File: src/rtl/led_pkg.sv
`default_nettype none
// ============================================================================
// Module   : led_pkg
// Purpose  : Shared types, default constants and helpers for the LED digit
//            scan controller.
// Contents : nibble_t        - one hex digit
//            onehot_digit()  - bit n of the one-hot code for digit index idx
//            LED_*           - default parameter values
// Revision : 1.0 - initial release
// ============================================================================
package led_pkg;

    typedef logic [3:0] nibble_t;

    localparam int LED_NUM_DIGITS   = 8;
    localparam int LED_SCAN_DIV     = 50000;
    localparam int LED_BLANK_CYCLES = 16;

    // Returns bit n of one-hot(idx); called once per digit position so the
    // result width always matches the digit count of the caller.
    function automatic logic onehot_digit(input int unsigned idx, input int unsigned n);
        return (idx == n);
    endfunction

endpackage
`default_nettype wire

File: src/rtl/led_scan_prescaler.sv
`default_nettype none
// ============================================================================
// Module   : led_scan_prescaler
// Purpose  : Digit-slot timer. Counts 0..SCAN_DIV-1 and wraps; flags the last
//            cycle of each slot and the anti-ghosting blank window at the
//            start of each slot.
// Ports    : clk      in   system clock
//            rst      in   asynchronous active-high reset
//            slot_end out  high on the last cycle of a digit slot
//            blank    out  high while div_cnt < BLANK_CYCLES (BLANK state)
// Revision : 1.0 - initial release
// ============================================================================
module led_scan_prescaler
    import led_pkg::*;
#(
    parameter int SCAN_DIV     = LED_SCAN_DIV,
    parameter int BLANK_CYCLES = LED_BLANK_CYCLES
) (
    input  logic clk,
    input  logic rst,
    output logic slot_end,
    output logic blank
);

    localparam int            CW     = (SCAN_DIV > 1) ? $clog2(SCAN_DIV) : 1;
    localparam logic [CW-1:0] C_LAST = CW'(SCAN_DIV - 1);

    logic [CW-1:0] div_cnt_q;
    logic [CW-1:0] div_cnt_d;

    assign slot_end = (div_cnt_q == C_LAST);

    always_comb begin
        div_cnt_d = div_cnt_q + CW'(1);
        if (slot_end) begin
            div_cnt_d = '0;
        end
    end

    always_ff @(posedge clk or posedge rst) begin
        if (rst) begin
            div_cnt_q <= '0;
        end else begin
            div_cnt_q <= div_cnt_d;
        end
    end

    // A zero-length blank window is a constant, not a comparison.
    generate
        if (BLANK_CYCLES == 0) begin : g_no_blank
            assign blank = 1'b0;
        end else begin : g_blank
            assign blank = (div_cnt_q < CW'(BLANK_CYCLES));
        end
    endgenerate

endmodule
`default_nettype wire

File: src/rtl/led_scan_driver.sv
`default_nettype none
// ============================================================================
// Module   : led_scan_driver
// Purpose  : Time-multiplexed scan controller feeding a single hex-to-7-seg
//            decoder. Steps through NUM_DIGITS nibbles, presenting each on
//            hex_out with a one-hot digit enable. Value writes are double
//            buffered and committed only at frame boundaries.
// Ports    : clk        in   system clock
//            rst        in   asynchronous active-high reset
//            load       in   capture value_in into the pending buffer
//            value_in   in   new display value, digit 0 = bits [3:0]
//            pending    out  pending buffer holds an uncommitted value
//            hex_out    out  nibble of the current digit
//            digit_en   out  one-hot digit select, zero while blanking
//            frame_done out  one-cycle pulse after the last slot of a frame
// Options  : LED_SCAN_LEADING_ZERO_BLANK_EN - darken digits above the most
//            significant nonzero nibble (digit 0 always shown).
// Revision : 1.0 - initial release
// ============================================================================
module led_scan_driver
    import led_pkg::*;
#(
    parameter int NUM_DIGITS   = LED_NUM_DIGITS,
    parameter int SCAN_DIV     = LED_SCAN_DIV,
    parameter int BLANK_CYCLES = LED_BLANK_CYCLES
) (
    input  logic                    clk,
    input  logic                    rst,
    input  logic                    load,
    input  logic [4*NUM_DIGITS-1:0] value_in,
    output logic                    pending,
    output nibble_t                 hex_out,
    output logic [NUM_DIGITS-1:0]   digit_en,
    output logic                    frame_done
);

    localparam int            IW         = (NUM_DIGITS > 1) ? $clog2(NUM_DIGITS) : 1;
    localparam logic [IW-1:0] C_LAST_IDX = IW'(NUM_DIGITS - 1);

    logic slot_end;
    logic blank;
    logic frame_end;
    logic commit;

    logic [IW-1:0]           idx_q,        idx_d;
    logic [4*NUM_DIGITS-1:0] active_q,     active_d;
    logic [4*NUM_DIGITS-1:0] pend_q,       pend_d;
    logic                    pending_q,    pending_d;
    nibble_t                 hex_out_q,    hex_out_d;
    logic [NUM_DIGITS-1:0]   digit_en_q,   digit_en_d;
    logic                    frame_done_q, frame_done_d;
`ifdef LED_SCAN_LEADING_ZERO_BLANK_EN
    logic [NUM_DIGITS-1:0]   lz_mask_q,    lz_mask_d;
    logic                    lz_seen;
`endif

    led_scan_prescaler #(
        .SCAN_DIV     (SCAN_DIV),
        .BLANK_CYCLES (BLANK_CYCLES)
    ) u_prescaler (
        .clk      (clk),
        .rst      (rst),
        .slot_end (slot_end),
        .blank    (blank)
    );

    assign frame_end = slot_end && (idx_q == C_LAST_IDX);
    assign commit    = frame_end && (load || pending_q);

    always_comb begin
        idx_d        = idx_q;
        active_d     = active_q;
        pend_d       = pend_q;
        pending_d    = pending_q;
        hex_out_d    = '0;
        digit_en_d   = '0;
        frame_done_d = frame_end;

        // Explicit wrap so non-power-of-two digit counts work.
        if (slot_end) begin
            idx_d = (idx_q == C_LAST_IDX) ? '0 : idx_q + IW'(1);
        end

        // A load landing on the frame boundary bypasses the pending buffer.
        if (frame_end) begin
            if (load) begin
                active_d = value_in;
            end else if (pending_q) begin
                active_d = pend_q;
            end
            pending_d = 1'b0;
        end else if (load) begin
            pend_d    = value_in;
            pending_d = 1'b1;
        end

        for (int i = 0; i < NUM_DIGITS; i++) begin
            if (idx_q == IW'(i)) begin
                hex_out_d = active_q[4*i +: 4];
            end
        end

        if (!blank) begin
            for (int i = 0; i < NUM_DIGITS; i++) begin
                digit_en_d[i] = onehot_digit(32'(idx_q), i);
            end
        end

`ifdef LED_SCAN_LEADING_ZERO_BLANK_EN
        digit_en_d = digit_en_d & lz_mask_q;

        // Mask is recomputed only when a new value is committed; scanning
        // from the top, a digit stays lit once any nibble at or above it is
        // nonzero.
        lz_mask_d = lz_mask_q;
        lz_seen   = 1'b0;
        if (commit) begin
            for (int i = NUM_DIGITS - 1; i >= 0; i--) begin
                lz_seen      = lz_seen | (active_d[4*i +: 4] != 4'd0);
                lz_mask_d[i] = lz_seen | (i == 0);
            end
        end
`endif
    end

    always_ff @(posedge clk or posedge rst) begin
        if (rst) begin
            idx_q        <= '0;
            active_q     <= '0;
            pend_q       <= '0;
            pending_q    <= 1'b0;
            hex_out_q    <= '0;
            digit_en_q   <= '0;
            frame_done_q <= 1'b0;
        end else begin
            idx_q        <= idx_d;
            active_q     <= active_d;
            pend_q       <= pend_d;
            pending_q    <= pending_d;
            hex_out_q    <= hex_out_d;
            digit_en_q   <= digit_en_d;
            frame_done_q <= frame_done_d;
        end
    end

`ifdef LED_SCAN_LEADING_ZERO_BLANK_EN
    // Reset value matches an all-zero active value: digit 0 only.
    always_ff @(posedge clk or posedge rst) begin
        if (rst) begin
            lz_mask_q <= NUM_DIGITS'(1);
        end else begin
            lz_mask_q <= lz_mask_d;
        end
    end
`endif

    assign pending    = pending_q;
    assign hex_out    = hex_out_q;
    assign digit_en   = digit_en_q;
    assign frame_done = frame_done_q;

endmodule
`default_nettype wire

File: config.mk
export PLATFORM = sky130hd
export DESIGN_NAME = led_scan_driver
export DESIGN_NICKNAME = d
export VERILOG_FILES = /design/src/rtl/led_pkg.sv /design/src/rtl/led_scan_prescaler.sv /design/src/rtl/led_scan_driver.sv
export SDC_FILE = /design/constraint.sdc
export NUM_CORES = 1
export LEC_CHECK = 0
export CAP_MARGIN = 20
export CORE_ASPECT_RATIO = 0.6
export CORE_MARGIN = 5
export CORE_UTILIZATION = 51
export DETAILED_ROUTE_END_ITERATION = 8
export PLACE_DENSITY = 0.85
export SLEW_MARGIN = 10
export SYNTH_ARGS = -nofsm -noshare
export SYNTH_HDL_FRONTEND = slang
export SYNTH_HIERARCHICAL = 1
export SYNTH_SLANG_ARGS = --single-unit
File: constraint.sdc
create_clock -name clk -period 2.6 [get_ports clk]
set_clock_uncertainty 0.15 [all_clocks]
set_input_delay 0.52 -clock clk [delete_from_list [all_inputs] [get_ports clk]]
set_output_delay 0.52 -clock clk [all_outputs]
set_load 0.05 [all_outputs]
Yosys cells after proc, flatten, opt, wreduce, memory -nomap -nowiden
Index checks and enable logic that the tools add are counted.
{"block": "op_classes", "n_lt_le_gt_ge": 1, "muxes": 15, "bitwise": 1, "eq_ne": 8, "add_sub_neg": 2, "n_reduce_logical": 6}
{"operator": "2-to-1 mux 32 bit", "n": 2}
{"operator": "2-to-1 mux 4 bit", "n": 8}
{"operator": "adder 16 x 1 -> 16 bit (second input constant)", "n": 1}
{"operator": "equality test 16 bit (second input constant)", "n": 1}
{"operator": "< comparator 16 x 5 -> 1 bit (second input constant)", "n": 1}
{"operator": "2-to-1 mux 16 bit", "n": 1}
{"operator": "equality test 3 bit (second input constant)", "n": 4}
{"operator": "2-to-1 mux 8 bit", "n": 1}
{"operator": "equality test 3 x 2 -> 1 bit (second input constant)", "n": 2}
{"operator": "AND reduction 2 bit", "n": 2}
{"operator": "nonzero test 2 bit", "n": 2}
{"operator": "adder 3 x 1 -> 3 bit (second input constant)", "n": 1}
{"operator": "equality test 3 x 1 -> 1 bit (second input constant)", "n": 1}
{"operator": "zero test 3 bit", "n": 1}
{"operator": "2-to-1 mux 3 bit", "n": 1}
{"operator": "2-to-1 mux 1 bit", "n": 2}
{"operator": "logical AND 1 bit", "n": 1}
{"operator": "inverter 1 bit", "n": 1}
{"block": "totals", "inputBits": 35, "output_inout_bits": 14, "reg_bits": 97}

Longest topological paths before layout
Gate-level depths: netlist of the first run.
{"block": "depth", "depth_word": 9, "depth_mapped": 8, "ltp_nobuf": 7}

Cells and area by module
The synthesis of the first run kept the hierarchy.
{"module": "led_scan_driver", "cells_per_inst": 324, "area_each_um2": 3801.1, "n_inst": 1}
{"module": "led_scan_prescaler", "cells_per_inst": 73, "area_each_um2": 772.0, "n_inst": 1}

Least setup slack after synthesis of the first run
No wires, ideal clock.
{"block": "synth_timing", "kind": "register -> register", "from": "register u_prescaler.div_cnt_q[0]", "to": "register pend_q[0]", "setup_slack_ns": 0.092, "t_arrival_ns": 2.233, "required_time_ns": 2.325, "setup_ns": 0.125, "stages_incl_launch_ff": 9, "cell_sequence": "dfrtp_1 > ha_1 > nand3_1 > nor4_4 > and2_4 > nor2b_2 > buf_6 > buf_12 > mux2_4"}
{"block": "synth_between", "elab_chain_cells": 4}
{"item": "start, declared", "line_no": "led_scan_prescaler.sv:28", "rtl": "logic [CW-1:0] div_cnt_q;"}
{"item": "start signal, assigned", "line_no": "led_scan_prescaler.sv:44", "rtl": "div_cnt_q <= div_cnt_d;"}
{"item": "equality test 16 bit", "line_no": "led_scan_prescaler.sv:31", "rtl": "assign slot_end = (div_cnt_q == C_LAST);"}
{"item": "named net slot_end", "line_no": "led_scan_driver.sv:40", "rtl": "logic slot_end;"}
{"item": "logical AND 1 bit", "line_no": "led_scan_driver.sv:67", "rtl": "assign frame_end = slot_end && (idx_q == C_LAST_IDX);"}
{"item": "named net frame_done_d", "line_no": "led_scan_driver.sv:51", "rtl": "logic frame_done_q, frame_done_d;"}
{"item": "inverter 1 bit (no source line)"}
{"item": "AND reduction 2 bit (no source line)"}
{"item": "end signal, assigned", "line_no": "led_scan_driver.sv:138", "rtl": "pend_q <= pend_d;"}
{"item": "end, declared", "line_no": "led_scan_driver.sv:47", "rtl": "logic [4*NUM_DIGITS-1:0] pend_q, pend_d;"}
The timed path passes the listed nets, and every way through them passes these cells.
A chain may end at the register's enable or synchronous reset.

Worst setup path in the final report of the first run
{"block": "layout_timing", "from": "register u_prescaler.div_cnt_q[0]", "to": "register active_q[2]"}
{"block": "layout_between", "elab_chain_cells": 3}
{"item": "equality test 16 bit", "line_no": "led_scan_prescaler.sv:31"}
{"item": "named net slot_end", "line_no": "led_scan_driver.sv:40"}
{"item": "logical AND 1 bit", "line_no": "led_scan_driver.sv:67"}
{"item": "named net frame_done_d", "line_no": "led_scan_driver.sv:51"}
{"item": "AND reduction 2 bit (no source line)"}
{"item": "end signal, assigned", "line_no": "led_scan_driver.sv:137", "rtl": "active_q <= active_d;"}
{"item": "end, declared", "line_no": "led_scan_driver.sv:46", "rtl": "logic [4*NUM_DIGITS-1:0] active_q, active_d;"}
The timed path passes the listed nets, and every way through them passes these cells.

==> flow_metrics.tcl, run 1 <==
set metrics [dict create \
    syn-instance-count 397 \
    worstSetupStartpoint "u_prescaler/div_cnt_q[0]" \
    drv_slew 0 \
    fin_ws_ns 0.250 \
    critPathKind "register to register" \
    cts_buffers 9 \
    synth-simple-area-share_pct 12.2 \
    layout.nets 489 \
    synth_edf_count 0 \
    antenna_found_initial 0 \
    synth_top_family_by_area "multiplexers" \
    finalCritPeriodShare_pct 90.4 \
    tightest_slew_ns 0.735 \
    whs_path_depth 2 \
    reg2reg_to "active_q[2]" \
    status "completed" \
    cts.sinks 97 \
    io_pins 49 \
    syn-num-nets 439 \
    grtUsageTotal_pct 18.3 \
    io_buffers 48 \
    grt_first_pass_wirelength_um 16200 \
    final_core_util_pct 63.7 \
    mappedNetlistArea_um2 4570 \
    placed_cells 548 \
    async_flop_share_pct 100 \
    cp-start-kind "register" \
    leakagePower_nw 2.54 \
    slew_headroom_pct 50.8 \
    critical_path.endpoint "active_q[2]" \
    syn_avg_cell_area_um2 11.5 \
    cts_resized 0 \
    synth-adder-area-share_pct 1.92 \
    cts_setup_buffers 0 \
    cts_hold_buf 0 \
    yosysWarningCount 6 \
    syn_to_final_growth_pct 20.1 \
    grt_max_degree 38 \
    viasPerCell 5.41 \
    rsz0062_at_grt "false" \
    die_area_um2 11000 \
    cp.required_ns 2.70 \
    synth_xor_area_share_pct 2.68 \
    dp_hpwl_um 6840 \
    place_ws_ns 0.299 \
    grt_pass1_vias 3197 \
    hold_viol 0 \
    drc 0 \
    crit_path_end_kind "register" \
    start_util_pct 53.0 \
    muxShareOfSynthArea_pct 17.3 \
    tns_ns 0 \
    diodes 0 \
    cts_tree "built" \
    rows 26 \
    min_path_type "register to register" \
    cp.arrival_ns 2.45 \
    gp_congestion 0.897 \
    die_x_um 132 \
    rrSetupSlack_ns 0.25 \
    drt_iter0_markers 185 \
    ys_seq_area_share_pct 53.1 \
    die_h_um 83.4 \
    setup_viol 0 \
    synth.ff_latch_count 97 \
    ir_worst_vdd_mv 0.334 \
    num_vias 3054 \
    drt-pass1-iter-count 4 \
    cp_max_fo 33 \
    routedWlPerCell_um 17.0 \
    routed_wl_um 9600 \
    fin_cells 564 \
    cts_max_path_buffers 2 \
    post-route-min-period_ns 2.35 \
    reg2reg_from "u_prescaler/div_cnt_q[0]" \
    cap_violations 0 \
    place_area_um2 5200 \
    synth-compound-area-share_pct 8.04 \
    clkTransAtPathRegs_ns 0.06 \
    clk_latency_ns 0.35 \
    ys_types 41 \
    yosys_most_used_dff "dfrtp_1" \
    htree_num_levels 3 \
    grt_overflow 0 \
    fmax_mhz 426 \
    drive_gt1_share_pct 15.3 \
    power_density_nw_per_um2 575 \
    postRouteAntennaNets 0 \
    r2r_cells 7 \
    ctsRootBufferMaster "clkbuf_16" \
    postLayoutCellArea_um2 5490 \
    coreArea_um2 8620 \
]
-- per-stage QoR --
stage	total power, W	hold slack (ns)
floorplan	0.00178	0.284
global placement	0.00187	0.306
detailed placement	0.00188	0.322
CTS	0.00320	0.339
global route	0.00329	0.351
finish	0.00316	0.340
-- cells by family (layout without fill, tap and decap cells) --
kind of cell,count (synthesis),count (layout)
DFF,97,97
xor gates and xnor gates,14,14
muxes,64,64
AOI/OAI and AO/OA,65,65
and+or+nand+nor,113,113
adders and majority gates,7,7
buffers and inverters,37,92
-- Yosys cell counts, drive strengths merged, types with 5 or more instances --
cell,instances,area (µm²)
o22ai,5,31.3
inv,15,56.3
ha,7,87.6
buf,15,133
o21ai,35,179
a21oi,17,85.1
xor2,6,52.6
clkbuf,6,23.8
nand4,5,37.5
nand3b,5,37.5
nor2,26,97.6
nor2b,6,40.0
mux2i,32,320
nand2,48,180
dfrtp,97,2430
xnor2,8,70.1
mux2,32,473
-- worst max-delay path, cell delays in order (launching register included) --
cell	delay (ns)
dfrtp_1	0.39
ha_1	0.20
nand3_1	0.26
nor4_4	0.36
and2_4	0.23
o21ai_4	0.20
buf_16	0.24
o21ai_0	0.21
-- cell usage in the layout, fill, tap and decap left out, types with 2 or more instances in the layout --
cell type | Yosys | final
dfrtp_1 | 97 | 97
nand4_1 | 4 | 4
clkinvlp_4 | 0 | 3
nand2b_1 | 3 | 3
clkinv_2 | 0 | 2
mux2i_1 | 32 | 32
a21oi_1 | 17 | 17
nor2b_1 | 5 | 5
mux2_4 | 30 | 30
o21ai_0 | 34 | 34
nand2_1 | 48 | 48
nand3b_1 | 5 | 5
buf_4 | 0 | 8
clkdlybuf4s50_1 | 0 | 47
ha_1 | 7 | 7
and2_1 | 3 | 3
nor3_1 | 4 | 4
xnor2_1 | 8 | 8
o31ai_1 | 3 | 3
nor2_1 | 26 | 26
clkbuf_16 | 0 | 9
mux2_2 | 2 | 2
inv_1 | 15 | 14
xor2_1 | 6 | 6
o22ai_1 | 5 | 5
a221oi_1 | 3 | 3
nor4_2 | 2 | 2
nand3_1 | 4 | 4
buf_12 | 3 | 3
-- final cells by class --
class                   count  area [µm²]
multi-input cells         263        1940
clock buffers              11         243
well taps                 112         140
flip-flops and latches     97        2430
clock inverters             5        55.1
repair buffers             60         623
fillers                   661        3130
inverters                  16        63.8
-- how the worst min path moves through the flow --
stage / start / end / slack, ns
floorplan: rst / u_prescaler/div_cnt_q[0] / 0.28
global placement: active_q[31] / active_q[31] / 0.31
detailed placement: active_q[31] / active_q[31] / 0.32
CTS: active_q[31] / active_q[31] / 0.34
global route: active_q[28] / active_q[28] / 0.35
finish: active_q[29] / active_q[29] / 0.34
-- sequential cells by signal, indices dropped and copies added, names as in the netlist --
signal / flops
active_q: 32
digit_en: 8
frame_done: 1
hex_out: 4
idx_q: 3
pend_q: 32
pending: 1
u_prescaler/div_cnt_q: 16
-- report_power, final --
part,total (W),internal (W),switching [W]
combinational,0.000261,0.000156,0.000105
clock,0.00131,0.000768,0.000544
sequential,0.00159,0.00156,0.0000293
total,0.00316,0.00248,0.000679
-- routing by layer --
layer / global-route usage, % / vias to the layer above / part of all wire [%]
met5: 0 / - / 0
met3: 5.37 / 13 / 6.2
met4: 5.64 / 0 / 1.1
li1: - / 1453 / -
met1: 25.8 / 1521 / 48
met2: 27.2 / 67 / 45
(Power assumes the default switching activity.)
==> run 2, diff against run 1 <==
CORE_UTILIZATION = 53   (was 51)
CTS_BUF_LIST = sky130_fd_sc_hd__clkbuf_4   (was not set)
HOLD_SLACK_MARGIN = 0.05   (was not set)
PLACE_DENSITY = 0.87   (was 0.85)
RECOVER_POWER = 50   (was not set)
==> run 2 against run 1 <==
Compared with the run above: routed wire length is 5.9% lower; die area is 3.4% lower; utilization is 1.0 points lower; via count is 0.52% lower; combinational power is 3% lower; largest power group unchanged; highest routed layer unchanged; final area is 3.5% lower; first-iteration DRC count is 53% higher.
==> flow_metrics.tcl, run 2 (synthesis results as in run 1) <==
set metrics [dict create \
    cap_violations 0 \
    leakagePower_nw 2.46 \
    cts.sinks 97 \
    worst_path_max_delay_cell "clkdlybuf4s50_1" \
    diodes 0 \
    routed_wl_um 9040 \
    clk_latency_ns 0.48 \
    nFillCells 683 \
    fin_cells 564 \
    cts_tree "built" \
    grtUsageTotal_pct 18.2 \
    cts_buffers 9 \
    crit_path_end_kind "output pin" \
    htree_num_levels 3 \
    tightest_slew_ns 1.10 \
    setup_viol 0 \
    io_buffers 48 \
    syn_to_final_growth_pct 16.0 \
    multiInputGateArea_um2 1940 \
    layout_commonest_cell "dfrtp_1" \
    cts_max_path_buffers 2 \
    seq_area_um2 2430 \
    path_buf_inv 1 \
    power_switching_w 0.000646 \
    drc 0 \
    io_pins 49 \
    internal_power_w 0.00202 \
    clkTransAtPathRegs_ns 0.15 \
    die_h_um 82.0 \
    routedWlPerCell_um 16.0 \
    power_density_nw_per_um2 502 \
    hold_viol 0 \
    place_area_um2 5200 \
    cpPeakStageDelay_ns 0.84 \
    post-route-min-period_ns 2.45 \
    layout.nets 489 \
    grt_pass1_vias 2982 \
    die_x_um 130 \
    clkPwrFrac_pct 30.9 \
    cp-start-kind "register" \
    cts_setup_buffers 0 \
    power_w 0.00266 \
    dp_hpwl_um 6630 \
    drive_gt1_share_pct 15.3 \
    final_core_util_pct 62.7 \
    postLayoutCellArea_um2 5300 \
    status "completed" \
    min_path_type "register to register" \
    grt_max_degree 37 \
    grt_first_pass_wirelength_um 14800 \
    p_sw_share_pct 24.3 \
    antenna_found_initial 0 \
    cp.required_ns 1.93 \
    gp_congestion 0.856 \
    start_util_pct 54.1 \
    slew_headroom_pct 26.6 \
    cp_max_fo 3 \
    path_cells "clkdlybuf4s50_1" \
    fmax_mhz 408 \
    final_cell_mix "dfrtp_1 (97), nand2_1 (48), clkdlybuf4s50_1 (46)" \
    ctsRootBufferMaster "clkbuf_4" \
    p_seq_share_pct 59.6 \
    reg_top3 "active_q x32, pend_q x32, u_prescaler/div_cnt_q x16" \
    drt_iter0_markers 283 \
    viasPerCell 5.39 \
    num_vias 3038 \
    postRouteAntennaNets 0 \
    path_delay_family "buffers and inverters" \
    rows 26 \
    rsz0062_at_grt "false" \
    cp.arrival_ns 1.78 \
    power.share.combinational_pct 9.5 \
    finalCritPeriodShare_pct 94.2 \
    drt-pass1-iter-count 4 \
    cts_hold_buf 0 \
    ir_worst_vdd_mv 0.295 \
    drv_slew 0 \
    cts_resized 0 \
    die_area_um2 10600 \
    critPathKind "register to output pin" \
    tns_ns 0 \
    placed_cells 548 \
    grt_overflow 0 \
    coreArea_um2 8460 \
]
[run 2: cell count changes in the layout (fill, tap and decap cells not counted), sizes merged]
cell           delta
clkbuf            +2
inv               +1
dlygate4sd3       +1
clkdlybuf4s50     -1
buf               -3
[run 2: metrics by stage]
stage / hold slack, ns / setup slack, ns
floorplan: 0.284 / 0.0922
global placement: 0.309 / 0.345
detailed placement: 0.319 / 0.277
CTS: 0.326 / 0.125
global route: 0.370 / 0.0335
finish: 0.348 / 0.151
[run 2: routing by layer]
layer  routed length [µm]  vias up  GRT usage (%)
met2                 3890      104           26.7
met1                 4270     1459           26.0
li1                     -     1466              -
met5                    0        -              0
met4                   96        0           4.98
met3                  775        9           6.24
[run 2: final cells by class]
cell class | count | share of cell area, %
Inverter | 16 | 1.16
Tap cell | 112 | 2.64
Sequential cell | 97 | 45.8
Multi-Input combinational cell | 263 | 36.6
Timing Repair Buffer | 60 | 11.1
Clock buffer | 10 | 1.42
Clock inverter | 6 | 1.27
[run 2: power groups by stage]
stage                     Combinational [W]  Sequential [W]  Clock, W
after detailed placement           0.000264         0.00161         0
final                              0.000253         0.00159  0.000823
after global placement             0.000255         0.00161         0
after global routing               0.000276         0.00159  0.000908
after CTS                          0.000265         0.00159  0.000848
after floorplan                    0.000173         0.00161         0
[run 2: worst paths after layout]
check                                    startpoint                   endpoint  slack [ns]  depth (start not counted)
max                                         pending                    pending        0.15                          1
min reg2reg                            active_q[29]               active_q[29]        0.35                          2
max in group asynchronous                       rst                active_q[3]        0.42                          3
min                                    active_q[29]               active_q[29]        0.35                          2
min in group asynchronous                       rst  u_prescaler/div_cnt_q[13]        0.43                          2
max reg2reg                u_prescaler/div_cnt_q[0]               active_q[23]        0.26                          7
